==> config.mk <==
export PLATFORM = sky130hd
export DESIGN_NAME = conv_frame_sequencer_flat
export DESIGN_NICKNAME = d
export VERILOG_FILES = /design/src/rtl/conv_pkg.sv /design/src/rtl/conv_frame_sequencer_if.sv /design/src/rtl/frame_pos_counter.sv /design/src/rtl/conv_frame_sequencer.sv /design/src/flat_wrapper.sv
export SDC_FILE = /design/constraint.sdc
export NUM_CORES = 1
export LEC_CHECK = 0
export CORE_MARGIN = 4
export CORE_UTILIZATION = 43
export CTS_CLUSTER_DIAMETER = 60
export DETAILED_ROUTE_END_ITERATION = 8
export PLACE_DENSITY = 0.8
export SLEW_MARGIN = 10
export SYNTH_ARGS = -nofsm -noshare
export SYNTH_HDL_FRONTEND = slang
export SYNTH_SLANG_ARGS = --single-unit
==> constraint.sdc <==
create_clock -name clk -period 1.7 [get_ports clk]
set_input_delay 0.34 -clock clk [delete_from_list [all_inputs] [get_ports clk]]
set_output_delay 0.34 -clock clk [all_outputs]
set_load 0.1 [all_outputs]
==> src/rtl/conv_pkg.sv <==
// -----------------------------------------------------------------------------
// conv_pkg
// Shared types and constants for the conv layer input-path control logic.
//   seq_state_t : frame sequencer FSM encoding (IDLE/STREAM/DRAIN/DONE)
//   OUT_W/OUT_H : valid conv output windows per row / per column (defaults)
//   OUT_TOTAL   : valid conv output windows per frame (defaults)
//   out_total() : same product for arbitrary frame/kernel geometry
// -----------------------------------------------------------------------------
package conv_pkg;

  localparam int IMG_W_DEF    = 32;
  localparam int IMG_H_DEF    = 32;
  localparam int KERNEL_DEF   = 5;
  localparam int CONV_FILTERS = 8;

  localparam int OUT_W     = IMG_W_DEF - KERNEL_DEF + 1;
  localparam int OUT_H     = IMG_H_DEF - KERNEL_DEF + 1;
  localparam int OUT_TOTAL = OUT_W * OUT_H;

  typedef enum logic [1:0] {
    IDLE   = 2'd0,
    STREAM = 2'd1,
    DRAIN  = 2'd2,
    DONE   = 2'd3
  } seq_state_t;

  // Number of valid (no padding) output windows for a WxH frame, KxK kernel.
  function automatic int out_total(input int w, input int h, input int k);
    return (w - k + 1) * (h - k + 1);
  endfunction

endpackage

==> src/rtl/conv_frame_sequencer_if.sv <==
// -----------------------------------------------------------------------------
// conv_frame_sequencer_if
// Pixel handshake and conv-engine status bundle around the frame sequencer.
//   pix_valid       : upstream pixel present
//   pix_ready       : sequencer accepts the pixel this cycle
//   conv_feat_valid : qualifier to the conv engine feature input
//   conv_buf_full   : conv line-buffer backpressure
//   conv_out_valid  : one pulse per conv output window
// Handshake: a pixel transfers on every clk edge where pix_valid and
// pix_ready are both high; pix_ready does not depend on pix_valid, and
// conv_feat_valid is exactly that transfer condition.
// master = pixel source / conv engine side, slave = sequencer.
// -----------------------------------------------------------------------------
interface conv_frame_sequencer_if;
  logic pix_valid;
  logic pix_ready;
  logic conv_feat_valid;
  logic conv_buf_full;
  logic conv_out_valid;

  modport master (
    output pix_valid, conv_buf_full, conv_out_valid,
    input  pix_ready, conv_feat_valid
  );

  modport slave (
    input  pix_valid, conv_buf_full, conv_out_valid,
    output pix_ready, conv_feat_valid
  );
endinterface

==> src/rtl/frame_pos_counter.sv <==
// -----------------------------------------------------------------------------
// frame_pos_counter
// Raster row/column position counter for a WxH frame. Also usable for the
// output feature-map stream.
//   clk, rst_n : clock, synchronous active-low reset
//   i_clear    : return to (0,0)
//   i_inc      : advance one position; holds at the last position
//   o_row      : current row
//   o_col      : current column
//   o_last     : current position is (IMG_H-1, IMG_W-1)
// -----------------------------------------------------------------------------
module frame_pos_counter #(
  parameter int IMG_W = 32,
  parameter int IMG_H = 32
) (
  input  logic                     clk,
  input  logic                     rst_n,
  input  logic                     i_clear,
  input  logic                     i_inc,
  output logic [$clog2(IMG_H)-1:0] o_row,
  output logic [$clog2(IMG_W)-1:0] o_col,
  output logic                     o_last
);
  localparam int RW = $clog2(IMG_H);
  localparam int CW = $clog2(IMG_W);

  logic [RW-1:0] r_row;
  logic [CW-1:0] r_col;
  logic          w_col_end;

  assign w_col_end = (r_col == CW'(IMG_W - 1));
  assign o_last    = w_col_end && (r_row == RW'(IMG_H - 1));
  assign o_row     = r_row;
  assign o_col     = r_col;

  always_ff @(posedge clk) begin
    if (!rst_n || i_clear) begin
      r_row <= '0;
      r_col <= '0;
    end else if (i_inc && !o_last) begin
      // The final position is held so it stays visible after the frame.
      if (w_col_end) begin
        r_col <= '0;
        r_row <= r_row + 1'b1;
      end else begin
        r_col <= r_col + 1'b1;
      end
    end
  end
endmodule

==> src/rtl/conv_frame_sequencer.sv <==
// -----------------------------------------------------------------------------
// conv_frame_sequencer
// Frame-level controller for the conv layer input path. Gates pixel
// acceptance against conv line-buffer backpressure, tracks the position of
// the next pixel, counts conv output windows and pulses frame_done once the
// whole frame has been produced.
//   clk, rst_n      : clock, synchronous active-low reset
//   start           : one-cycle frame request, honoured only in IDLE
//   seq_if (slave)  : pixel handshake + conv status (see interface file)
//   row_idx/col_idx : position of the next pixel to accept
//   out_count       : conv outputs seen this frame (saturates at OUT_TOTAL)
//   busy            : high in STREAM and DRAIN
//   frame_done      : one-cycle pulse in DONE
//   overrun_err     : sticky, unexpected/extra conv output seen
//   timeout_err     : sticky, DRAIN watchdog expired (CONV_SEQ_TIMEOUT_EN)
//   dbg_state       : current FSM state
// Optional feature macro: CONV_SEQ_TIMEOUT_EN adds the DRAIN watchdog,
// the TIMEOUT_CYC parameter and the timeout_err port.
// -----------------------------------------------------------------------------
module conv_frame_sequencer
  import conv_pkg::*;
#(
  parameter  int IMG_W       = IMG_W_DEF,
  parameter  int IMG_H       = IMG_H_DEF,
  parameter  int KERNEL      = KERNEL_DEF,
`ifdef CONV_SEQ_TIMEOUT_EN
  parameter  int TIMEOUT_CYC = 4096,
`endif
  localparam int TOTAL       = out_total(IMG_W, IMG_H, KERNEL),
  localparam int CNT_W       = $clog2(TOTAL + 1)
) (
  input  logic                     clk,
  input  logic                     rst_n,
  input  logic                     start,
  conv_frame_sequencer_if.slave    seq_if,
  output logic [$clog2(IMG_H)-1:0] row_idx,
  output logic [$clog2(IMG_W)-1:0] col_idx,
  output logic [CNT_W-1:0]         out_count,
  output logic                     busy,
  output logic                     frame_done,
  output logic                     overrun_err,
`ifdef CONV_SEQ_TIMEOUT_EN
  output logic                     timeout_err,
`endif
  output seq_state_t               dbg_state
);

  seq_state_t       r_state;
  seq_state_t       w_next_state;
  logic [CNT_W-1:0] r_out_count;
  logic             r_overrun_err;
  logic             w_pix_ready;
  logic             w_busy;
  logic             w_frame_done;
  logic             w_accept;
  logic             w_start_ok;
  logic             w_active;
  logic             w_cnt_full;
  logic             w_last;
  logic             w_to_hit;

  assign w_active   = (r_state == STREAM) || (r_state == DRAIN);
  assign w_start_ok = (r_state == IDLE) && start;
  assign w_accept   = seq_if.pix_valid && w_pix_ready;
  assign w_cnt_full = (r_out_count == CNT_W'(TOTAL));

  frame_pos_counter #(
    .IMG_W (IMG_W),
    .IMG_H (IMG_H)
  ) u_pos (
    .clk     (clk),
    .rst_n   (rst_n),
    .i_clear (w_start_ok),
    .i_inc   (w_accept),
    .o_row   (row_idx),
    .o_col   (col_idx),
    .o_last  (w_last)
  );

`ifdef CONV_SEQ_TIMEOUT_EN
  localparam int TO_W = $clog2(TIMEOUT_CYC + 1);

  logic [TO_W-1:0] r_to_cnt;
  logic            r_timeout_err;

  assign w_to_hit    = (r_state == DRAIN) && (r_to_cnt == TO_W'(TIMEOUT_CYC));
  assign timeout_err = r_timeout_err;

  // Counts quiet DRAIN cycles; any conv output restarts the window.
  always_ff @(posedge clk) begin
    if (!rst_n || (r_state != DRAIN) || seq_if.conv_out_valid) begin
      r_to_cnt <= '0;
    end else if (!w_to_hit) begin
      r_to_cnt <= r_to_cnt + 1'b1;
    end
  end

  always_ff @(posedge clk) begin
    if (!rst_n) begin
      r_timeout_err <= 1'b0;
    end else if (w_to_hit && !w_cnt_full) begin
      r_timeout_err <= 1'b1;
    end else if (w_start_ok) begin
      r_timeout_err <= 1'b0;
    end
  end
`else
  assign w_to_hit = 1'b0;
`endif

  // FSM: state register
  always_ff @(posedge clk) begin
    if (!rst_n) begin
      r_state <= IDLE;
    end else begin
      r_state <= w_next_state;
    end
  end

  // FSM: next state
  always_comb begin
    w_next_state = r_state;
    case (r_state)
      IDLE:    if (start) w_next_state = STREAM;
      STREAM:  if (w_accept && w_last) w_next_state = DRAIN;
      DRAIN:   if (w_cnt_full || w_to_hit) w_next_state = DONE;
      DONE:    w_next_state = IDLE;
      default: w_next_state = IDLE;
    endcase
  end

  // FSM: outputs
  always_comb begin
    w_pix_ready  = 1'b0;
    w_busy       = 1'b0;
    w_frame_done = 1'b0;
    case (r_state)
      STREAM: begin
        w_pix_ready = !seq_if.conv_buf_full;
        w_busy      = 1'b1;
      end
      DRAIN:   w_busy       = 1'b1;
      DONE:    w_frame_done = 1'b1;
      default: ;
    endcase
  end

  always_ff @(posedge clk) begin
    if (!rst_n || w_start_ok) begin
      r_out_count <= '0;
    end else if (w_active && seq_if.conv_out_valid && !w_cnt_full) begin
      r_out_count <= r_out_count + 1'b1;
    end
  end

  // Overrun: an output outside the frame window, an output at saturation,
  // or all outputs already produced while pixels are still streaming.
  // A set in the same cycle as start wins so the error is not lost.
  always_ff @(posedge clk) begin
    if (!rst_n) begin
      r_overrun_err <= 1'b0;
    end else if ((seq_if.conv_out_valid && (!w_active || w_cnt_full)) ||
                 ((r_state == STREAM) && w_cnt_full)) begin
      r_overrun_err <= 1'b1;
    end else if (w_start_ok) begin
      r_overrun_err <= 1'b0;
    end
  end

  assign seq_if.pix_ready       = w_pix_ready;
  assign seq_if.conv_feat_valid = w_accept;
  assign out_count              = r_out_count;
  assign busy                   = w_busy;
  assign frame_done             = w_frame_done;
  assign overrun_err            = r_overrun_err;
  assign dbg_state              = r_state;

endmodule
==> src/flat_wrapper.sv <==
// flat-port wrapper written by rule: the top's interface ports become plain ports
module conv_frame_sequencer_flat import conv_pkg::*;
#(
  parameter  int IMG_W       = IMG_W_DEF,
  parameter  int IMG_H       = IMG_H_DEF,
  parameter  int KERNEL      = KERNEL_DEF,

  localparam int TOTAL       = out_total(IMG_W, IMG_H, KERNEL),
  localparam int CNT_W       = $clog2(TOTAL + 1)
)
  (clk, rst_n, start, row_idx, col_idx, out_count, busy, frame_done, overrun_err, dbg_state, seq_if_pix_valid, seq_if_conv_buf_full, seq_if_conv_out_valid, seq_if_pix_ready, seq_if_conv_feat_valid);
  conv_frame_sequencer_if seq_if_i ();
  input  logic clk;
  input  logic rst_n;
  input  logic start;
  output logic [$clog2(IMG_H)-1:0] row_idx;
  output logic [$clog2(IMG_W)-1:0] col_idx;
  output logic [CNT_W-1:0] out_count;
  output logic busy;
  output logic frame_done;
  output logic overrun_err;
  output seq_state_t dbg_state;
  input wire logic [$bits(seq_if_i.pix_valid)-1:0] seq_if_pix_valid;
  input wire logic [$bits(seq_if_i.conv_buf_full)-1:0] seq_if_conv_buf_full;
  input wire logic [$bits(seq_if_i.conv_out_valid)-1:0] seq_if_conv_out_valid;
  output wire logic [$bits(seq_if_i.pix_ready)-1:0] seq_if_pix_ready;
  output wire logic [$bits(seq_if_i.conv_feat_valid)-1:0] seq_if_conv_feat_valid;
  assign seq_if_i.pix_valid = seq_if_pix_valid;
  assign seq_if_i.conv_buf_full = seq_if_conv_buf_full;
  assign seq_if_i.conv_out_valid = seq_if_conv_out_valid;
  assign seq_if_pix_ready = seq_if_i.pix_ready;
  assign seq_if_conv_feat_valid = seq_if_i.conv_feat_valid;
  conv_frame_sequencer #(.IMG_W(IMG_W), .IMG_H(IMG_H), .KERNEL(KERNEL)) u_core (.clk(clk), .rst_n(rst_n), .start(start), .seq_if(seq_if_i), .row_idx(row_idx), .col_idx(col_idx), .out_count(out_count), .busy(busy), .frame_done(frame_done), .overrun_err(overrun_err), .dbg_state(dbg_state));
endmodule
==> results of run 1 <==
sequential cells by signal (all words and copies together) (netlist names):
signal / count
u_core.out_count: 10
u_core.u_pos.o_col: 5
u_core.u_pos.o_row: 5
u_core.dbg_state: 2
u_core.overrun_err: 1
power by group:
part | total [W] | internal, W | switching, W | leakage [nW]
logic | 0.00148 | 0.000603 | 0.000874 | 0.650
clock network | 0.000258 | 0.0000881 | 0.000170 | 0.0177
registers | 0.000622 | 0.000576 | 0.0000459 | 0.200
worst max-delay path, delay by kind of cell (launching register included):
kind | cells | cell delay (ps)
flops | 1 | 380
compound gates | 1 | 340
simple gates | 2 | 320
fa+ha+maj | 2 | 290
mux | 1 | 210
buf+inv | 1 | 180
per-layer routing:
layer	share of wire (%)	vias to the layer above	routed length, um
li1	-	590	-
met1	38	587	1310
met2	54	36	1870
met3	4.3	11	148
met4	3.3	0	112
met5	0	-	0
cell type report:
cell class	instances	area [um2]	area share [%]
clock inverters	1	5.00	0.221
flip-flops and latches	23	518	22.9
well taps	31	38.8	1.72
inverters	10	46.3	2.05
repair buffers	56	783	34.6
clock buffers	3	22.5	0.996
multi-input cells	102	847	37.5
stage by stage:
stage / total power, W / setup TNS, ps / setup slack (ps) / cell area, um2
after floorplan: 0.00157 / -5040 / -459 / 1410
after global placement: 0.00198 / -216 / -73.6 / 2160
after detailed placement: 0.00202 / -1140 / -162 / 2160
after CTS: 0.00230 / -217 / -96.7 / 2220
after global routing: 0.00245 / -513 / -222 / 2260
final: 0.00236 / -189 / -98.8 / 2260
placed cells by master, fill, tap and decap left out, types with 2 or more instances in the layout:
cell type | synthesis | layout
sky130_fd_sc_hd__nand2_1 | 15 | 13
sky130_fd_sc_hd__nor2_1 | 17 | 17
sky130_fd_sc_hd__ha_4 | 0 | 6
sky130_fd_sc_hd__a21oi_1 | 4 | 4
sky130_fd_sc_hd__nand4_1 | 2 | 2
sky130_fd_sc_hd__xor2_1 | 6 | 6
sky130_fd_sc_hd__inv_1 | 10 | 7
sky130_fd_sc_hd__clkdlybuf4s50_1 | 0 | 5
sky130_fd_sc_hd__buf_12 | 0 | 28
sky130_fd_sc_hd__ha_1 | 11 | 5
sky130_fd_sc_hd__nor3_1 | 3 | 2
sky130_fd_sc_hd__and4_1 | 2 | 2
sky130_fd_sc_hd__nand3_1 | 5 | 5
sky130_fd_sc_hd__and3_4 | 0 | 2
sky130_fd_sc_hd__mux2i_1 | 7 | 6
sky130_fd_sc_hd__o21ai_0 | 4 | 4
sky130_fd_sc_hd__dfxtp_2 | 0 | 10
sky130_fd_sc_hd__nand2_4 | 0 | 2
sky130_fd_sc_hd__inv_4 | 0 | 2
sky130_fd_sc_hd__dfxtp_4 | 0 | 12
sky130_fd_sc_hd__and2_1 | 2 | 2
sky130_fd_sc_hd__buf_4 | 0 | 23
sky130_fd_sc_hd__clkbuf_4 | 0 | 3
sky130_fd_sc_hd__xnor2_1 | 5 | 5
sky130_fd_sc_hd__nor4_1 | 2 | 2
timing repair:
action / 4_1_cts / 5_1_grt
resized for setup: 3 / 3
setup endpoints to repair: 6 / 7
setup buffers: 3 / 4
pin swaps: 4 / 3
cells in the mapped netlist (all sizes together), types with 4 or more instances:
library cell	n	area share, %
o21ai	4	1.6
nor2	17	5.2
nand3	6	2.9
nand2	15	4.6
a21oi	4	1.6
xor2	6	4.3
ha	11	11
inv	10	3.1
mux2i	7	5.7
dfxtp	23	38
xnor2	5	3.6
final timing paths:
path | to | slack, ps | cells past startpoint
max | u_core.dbg_state[0]$_SDFFE_PN0P_ | -100 | 7
min | u_core.u_pos.o_col[3]$_SDFFE_PP0P_ | 510 | 2
min reg2reg | u_core.u_pos.o_col[3]$_SDFFE_PP0P_ | 510 | 2
max reg2reg | u_core.dbg_state[0]$_SDFFE_PN0P_ | -100 | 7
cell families (layout without fill, tap and decap cells):
logic type | count (synthesis) | after routing
flops | 23 | 23
simple gates | 60 | 60
compound gates | 13 | 13
fa+ha+maj | 11 | 11
buf+inv | 13 | 70
mux | 7 | 7
xor+xnor | 11 | 11
==> results.ini, run 1 <==
[route]
totalWireLength_um=3440
drc_violations_left=0
firstDrtPassIters=4
number_of_violations_reported_at_the_end_of_detailed_routing_iteration_0=33
num_vias=1224
detail-route-antenna-nets=0
detail_route.wl_per_cell_um=15.2
route.detailed.vias_per_inst=5.42

[synthesis]
synthesis.nets=155
synth_sequential_area_ratio_pct=37.7
synth_edf_count=0
synthesis.yosys.warnings=0
synth-seq-cells=23
asyncSetResetFlopFracSynth_pct=0
post_synth_mux_area_share_pct=5.73
synth.cell_area_um2=1220
synth_cell_type_count=32
synth-compound-area-share_pct=6.76
synth_adder_area_share_pct=11.3
synth_top_family_by_area=simple AND/OR/NAND/NOR gates
post_synth_and_or_nand_nor_area_fraction_pct=26.7
synth_ff_type=sky130_fd_sc_hd__dfxtp_1
synth-xor-area-share_pct=7.88
post_synth_inst_count=138
syn_avg_cell_area_um2=8.86

[critical_path]
r2r_start=u_core.u_pos.o_col[0]$_SDFFE_PP0P_
critical_path.max_stage_delay_ps=380
end_kind=flip-flop
crit_start=u_core.u_pos.o_col[0]$_SDFFE_PP0P_
timing.critical_path.from_type=flip-flop
worstPathArrival_ps=2040
cp_data_required_time_ps=1940
critical-path-slowest-cell=sky130_fd_sc_hd__dfxtp_4
cpMostUsedCell=sky130_fd_sc_hd__ha_4
critical_path_class=reg -> reg
critical_path.cell_chain=ha_4 -> and3_4 -> ha_4 -> nand4b_1 -> a222oi_1 -> buf_4 -> mux2i_2
crit_path_max_fanout=4

[timing]
hold-worst-slack_ps=514
setup-violations-final=3
achievable-frequency_mhz=556
slew-limit-headroom_pct=77.0
rsz0062_at_grt=true
hold_violations=0
slew_violations=0
finalWorstPathRequiredPeriod_ps=1800
final_critical_path_setup_slack_ps=-98.8
transition_time_of_the_tightest_slew_check_pin_ps=341
finClkSkew_ps=2.64
portion_of_the_clock_cycle_consumed_by_the_worst_path_in_the_final_layout_pct=106

[global_route]
groute.layer.met1.usage_pct=21.1
number_of_antenna_violations_at_the_first_check_in_global_routing=0
grt_overflow_total=0
groute.usage.overall_pct=19.7
busiest_metal_layer_after_global_routing=met2
largest_net_degree_at_the_start_of_global_routing=17
grt_pass1_wl_um=5450
gr-usage-met2_pct=36.6
groute.layer.met3.usage_pct=2.73
first_global_vias=1227

[placed_design]
routability_congestion=0.907
numPortBuffers=32
dp.final_hpwl_um=2630
dpl.cell_count=216

[pwr]
power_density_nw_per_um2=1040
vdd.ir_drop.worst_uv=1880
p_leak_nw=0.869

[run]
max-cap-violations=0

[floorplan]
die_y_um=61.3
initial_cell_density_of_the_core_pct=44.7
die_area_um2=3760
die_width_um=61.3
core.rowCount=19
io_pins=33
core_region_um2=2730

[finish]
area_growth_pct=85.0
final_net_count=213
fin_util_pct=82.7
final_non_filler_cells=226
layout-drive-gt1-share_pct=51.3
layout.filler_cells=148
n_antenna_cell=0

[cts]
clkSinkCount=23
cts.reportedPaths.clkPinSlew_ps=130
cts.hold.buffers_added=0
htree_num_levels=1
cts_made_buffers=3
clk_latency_ps=320
clk_path_buf_depth=2
root_buffer=sky130_fd_sc_hd__clkbuf_4
tritoncts=yes

[outcome]
outcome=complete, but fails checks
failing_checks=negative setup slack

[hold_path]
holdCritPathClass=reg -> reg
worstHoldStart=u_core.u_pos.o_col[3]$_SDFFE_PP0P_

Power figures use the tool's default switching activity.
==> inputs of run 2 (changes only) <==
--- a/config.mk
+++ b/config.mk
@@ -9,8 +9,9 @@
 export CORE_UTILIZATION = 43
 export CTS_CLUSTER_DIAMETER = 60
 export DETAILED_ROUTE_END_ITERATION = 8
-export PLACE_DENSITY = 0.8
+export PLACE_DENSITY = 0.73
 export SLEW_MARGIN = 10
 export SYNTH_ARGS = -nofsm -noshare
 export SYNTH_HDL_FRONTEND = slang
 export SYNTH_SLANG_ARGS = --single-unit
+export TNS_END_PERCENT = 100
==> results.ini, run 2 (same netlist as run 1, synthesis figures left out) <==
[outcome]
failing_checks=negative setup slack
outcome=complete, but fails checks

[placed_design]
routability_congestion=0.889
numPortBuffers=32
dp.final_hpwl_um=2590
pre_cts_setup_slack_ps=-204

[critical_path]
setup.reg_to_reg.worst_slack_ps=-160
worstPathArrival_ps=2100
critical_path.cell_chain=ha_4 -> and3_4 -> ha_4 -> nand4b_1 -> a222oi_1 -> buf_4 -> mux2i_1
critical-path-slowest-cell=sky130_fd_sc_hd__dfxtp_4
cp_data_required_time_ps=1940
end_kind=flip-flop
timing.critical_path.from_type=flip-flop
crit_path_max_fanout=4
critical_path.max_stage_delay_ps=390
cpMostUsedCell=sky130_fd_sc_hd__ha_4
critical_path_class=reg -> reg

[global_route]
busiest_metal_layer_after_global_routing=met2
gr-usage-met2_pct=37.3
grt_pass1_wl_um=5380
groute.layer.met1.usage_pct=19.7
largest_net_degree_at_the_start_of_global_routing=13
first_global_vias=1285
grt_overflow_total=0
groute.usage.overall_pct=19.0
number_of_antenna_violations_at_the_first_check_in_global_routing=0
groute.layer.met3.usage_pct=2.52

[timing]
achievable-frequency_mhz=538
hold_violations=0
fin_setup_tns_ps=-388
finalWorstPathRequiredPeriod_ps=1860
slew-limit-headroom_pct=78.1
transition_time_of_the_tightest_slew_check_pin_ps=329
finClkSkew_ps=7.52
slew_violations=0
final_critical_path_setup_slack_ps=-159
portion_of_the_clock_cycle_consumed_by_the_worst_path_in_the_final_layout_pct=109
rsz0062_at_grt=true
setup-violations-final=4

[finish]
layout-drive-gt1-share_pct=54.7
final_net_count=219
layout.cells.most_common_list=sky130_fd_sc_hd__buf_4, sky130_fd_sc_hd__buf_12, sky130_fd_sc_hd__nor2_1
area_growth_pct=90.8
n_antenna_cell=0
most_common_library_cell_in_the_layout_ignoring_fill_and_taps=sky130_fd_sc_hd__buf_4
largest_reg_flops=10

[cts]
htree_num_levels=1
tritoncts=yes
cts.reportedPaths.clkPinSlew_ps=140
root_buffer=sky130_fd_sc_hd__clkbuf_4
cts_made_buffers=3
clk_path_buf_depth=2
clkSinkCount=23
clk_latency_ps=310

[run]
max-cap-violations=0

[pwr]
vdd.ir_drop.worst_uv=1850
power_density_nw_per_um2=1010
p_leak_nw=0.902

[route]
detail-route-antenna-nets=0
number_of_violations_reported_at_the_end_of_detailed_routing_iteration_0=42
drc_violations_left=0
num_vias=1251
firstDrtPassIters=4
route.detailed.vias_per_inst=5.39
totalWireLength_um=3820
detail_route.wl_per_cell_um=16.4

[hold_path]
holdCritPathClass=reg -> reg

[floorplan]
core_region_um2=2730
initial_cell_density_of_the_core_pct=44.7
die_width_um=61.3
core.rowCount=19
die_area_um2=3760
die_y_um=61.3
io_pins=33

## run 2: cell types whose count changed in the layout (fill, tap and decap cells not counted), sizes merged
cell,delta
clkbuf,+1
buf,+6
clkinv,-1
## run 2: path summary, 6_finish.rpt
kind	cells after the start	end	from
worst max-delay path	7	u_core.dbg_state[0]$_SDFFE_PN0P_	u_core.u_pos.o_col[1]$_SDFFE_PP0P_
worst min-delay path	2	u_core.u_pos.o_col[3]$_SDFFE_PP0P_	u_core.u_pos.o_col[3]$_SDFFE_PP0P_
worst max register to register	7	u_core.dbg_state[0]$_SDFFE_PN0P_	u_core.u_pos.o_col[1]$_SDFFE_PP0P_
worst min register to register	2	u_core.u_pos.o_col[3]$_SDFFE_PP0P_	u_core.u_pos.o_col[3]$_SDFFE_PP0P_
## run 2: layer usage
layer / vias up / share of wire [%]
met2: 31 / 57
met3: 8 / 3.1
met4: 0 / 1.7
li1: 602 / -
met5: - / 0
met1: 610 / 38
## run 2: cell type report
| class | count | area, um2 |
|---|---|---|
| multi-input combinational | 102 | 880 |
| timing repair buffer | 62 | 823 |
| sequential | 23 | 518 |
| fill | 145 | 402 |
| inverter | 10 | 46.3 |
| tap | 31 | 38.8 |
| clock buffer | 4 | 26.3 |
## run 2: per-stage QoR
stage                     std cells  utilization [%]  instance area (um2)  hold WS [ps]  total power, W
after detailed placement        218             79.1                 2160           501         0.00200
final                           232             85.3                 2330           528         0.00236
after global routing            232             85.3                 2330           566         0.00247
after CTS                       227             82.3                 2250           522         0.00229
after floorplan                 138                -                 1410           477         0.00157
after global placement          218             79.1                 2160           489         0.00197
## run 2: what timing repair did
| item | 4_1_cts | 5_1_grt |
|---|---|---|
| hold buffers | 0 | 0 |
| pin swaps | 5 | 7 |
| resized for setup | 4 | 11 |
| hold endpoints to repair | 0 | 0 |
| setup buffers | 6 | 5 |
| endpoints found under the setup margin | 6 | 10 |
## run 2: worst max-delay path: cells and delay by family (launching register included)
family / cells / cell delay, ps
AO/OA/AOI/OAI: 1 / 390
adder cells (fa/ha/maj): 2 / 290
buffers and inverters: 1 / 190
flip-flops: 1 / 390
multiplexers: 1 / 190
AND/OR/NAND/NOR: 2 / 340
## run 2: power breakdown
part,switching [W],internal [W]
registers,0.0000469,0.000576
logic,0.000876,0.000599
clock network,0.000172,0.0000915
total,0.00110,0.00127
==> inputs of run 3 (changes only) <==
--- a/config.mk
+++ b/config.mk
@@ -5,7 +5,7 @@
 export SDC_FILE = /design/constraint.sdc
 export NUM_CORES = 1
 export LEC_CHECK = 0
-export CORE_MARGIN = 4
+export ABC_AREA = 0
 export CORE_UTILIZATION = 43
 export CTS_CLUSTER_DIAMETER = 60
 export DETAILED_ROUTE_END_ITERATION = 8
==> results.ini, run 3 (same netlist as run 1, synthesis figures left out) <==
[floorplan]
core_region_um2=2590
io_pins=33
core.rowCount=18
die_width_um=55.3
initial_cell_density_of_the_core_pct=47.2
die_area_um2=3060
die_y_um=55.3

[critical_path]
timing.critical_path.from_type=flip-flop
end_kind=output pin
crit_path_max_fanout=4
critical_path_class=reg -> out
cp_data_required_time_ps=1360
worstPathArrival_ps=1440

[run]
max-cap-violations=0

[cts]
htree_num_levels=1
clk_latency_ps=330
cts_made_buffers=3
clk_path_buf_depth=2
cts.reportedPaths.clkPinSlew_ps=140
tritoncts=yes
clkSinkCount=23
root_buffer=sky130_fd_sc_hd__clkbuf_4
cts.hold.buffers_added=0

[timing]
slew-limit-headroom_pct=79.9
final_critical_path_setup_slack_ps=-81.6
transition_time_of_the_tightest_slew_check_pin_ps=301
finClkSkew_ps=6.53
finalWorstPathRequiredPeriod_ps=1780
hold_violations=0
achievable-frequency_mhz=561
portion_of_the_clock_cycle_consumed_by_the_worst_path_in_the_final_layout_pct=105
setup-violations-final=5
slew_violations=0
rsz0062_at_grt=true

[pwr]
power_density_nw_per_um2=1020
vdd.ir_drop.worst_uv=1550
p_leak_nw=0.903

[hold_path]
holdCritPathClass=reg -> reg

[finish]
n_antenna_cell=0
layout.cells.most_common_list=sky130_fd_sc_hd__buf_12, sky130_fd_sc_hd__buf_4, sky130_fd_sc_hd__nor2_1
final_net_count=218
seqCellArea_um2=518
area_growth_pct=90.7
layout-drive-gt1-share_pct=54.0
multi_input_gate_area_in_the_final_layout_um2=877
largest_reg_flops=10
final_cell_area_um2=2330
layout.filler_cells=119
fin_util_pct=90.0
most_common_library_cell_in_the_layout_ignoring_fill_and_taps=sky130_fd_sc_hd__buf_12

[global_route]
largest_net_degree_at_the_start_of_global_routing=18
number_of_antenna_violations_at_the_first_check_in_global_routing=0
grt_pass1_wl_um=6090
first_global_vias=1379
grt_overflow_total=0
groute.usage.overall_pct=24.7

[placed_design]
routability_congestion=0.820
post_dp_cell_area_um2=2170
dp.final_hpwl_um=2620
numPortBuffers=32

[route]
num_vias=1295
number_of_violations_reported_at_the_end_of_detailed_routing_iteration_0=49
firstDrtPassIters=4
detail_route.wl_per_cell_um=17.2
totalWireLength_um=3970
route.detailed.vias_per_inst=5.63
detail-route-antenna-nets=0
drc_violations_left=0

[outcome]
failing_checks=negative setup slack
outcome=complete, but fails checks

-- run 3: critical path, cell delays in order (launching register included) --
cell and delay [ps]:
sky130_fd_sc_hd__dfxtp_4 390, sky130_fd_sc_hd__inv_4 50, sky130_fd_sc_hd__ha_4 160, sky130_fd_sc_hd__nand3b_1 170, sky130_fd_sc_hd__clkinvlp_4 160, sky130_fd_sc_hd__buf_12 180
-- run 3: repair_timing --
item / CTS / global route
gates resized for setup: 4 / 7
buffers inserted: 7 / 4
hold endpoints to repair: 0 / 0
setup endpoints to repair: 6 / 9
pin swaps: 3 / 6
-- run 3: through the flow --
stage	hold WS [ps]	setup TNS (ps)	power, W	cells	setup slack [ps]
6_report	526	-169	0.00238	230	-81.6
5_1_grt	563	-764	0.00247	230	-169
4_1_cts	522	-60.2	0.00231	226	-28.8
3_5_place_dp	500	-1080	0.00204	216	-153
3_3_place_gp	489	-253	0.00199	216	-71.5
2_1_floorplan	477	-5040	0.00157	138	-459
-- run 3: layout make-up --
cell class	count	share of cell area (%)
multi-input combinational	102	37.6
timing repair buffer	61	35.4
sequential	23	22.2
inverter	10	1.99
tap	30	1.61
clock buffer	3	0.966
clock inverter	1	0.215
-- run 3: metal layers --
metal  GRT usage, %  share of wire, %  up-vias
met3           4.22               3.7        9
li1               -                 -      604
met2           47.2                56       45
met4           10.4               2.2        0
met5              0                 0        -
met1           26.4                38      637
-- run 3: power by group --
| group | internal [W] | total (W) | switching [W] | leakage (nW) |
|---|---|---|---|---|
| clock | 0.0000884 | 0.000273 | 0.000184 | 0.0177 |
| combinational | 0.000601 | 0.00148 | 0.000880 | 0.684 |
| sequential | 0.000576 | 0.000623 | 0.0000474 | 0.200 |
| total | 0.00127 | 0.00238 | 0.00111 | 0.903 |
-- run 3: final timing paths --
check / startpoint / endpoint / slack [ps] / cells after the start
worst max-delay path: u_core.dbg_state[1]$_SDFFE_PN0P_ / seq_if_conv_feat_valid / -80 / 5
worst min-delay path: u_core.u_pos.o_col[3]$_SDFFE_PP0P_ / u_core.u_pos.o_col[3]$_SDFFE_PP0P_ / 530 / 2
worst max register to register: u_core.dbg_state[1]$_SDFFE_PN0P_ / u_core.u_pos.o_col[1]$_SDFFE_PP0P_ / -40 / 9
worst min register to register: u_core.u_pos.o_col[3]$_SDFFE_PP0P_ / u_core.u_pos.o_col[3]$_SDFFE_PP0P_ / 530 / 2
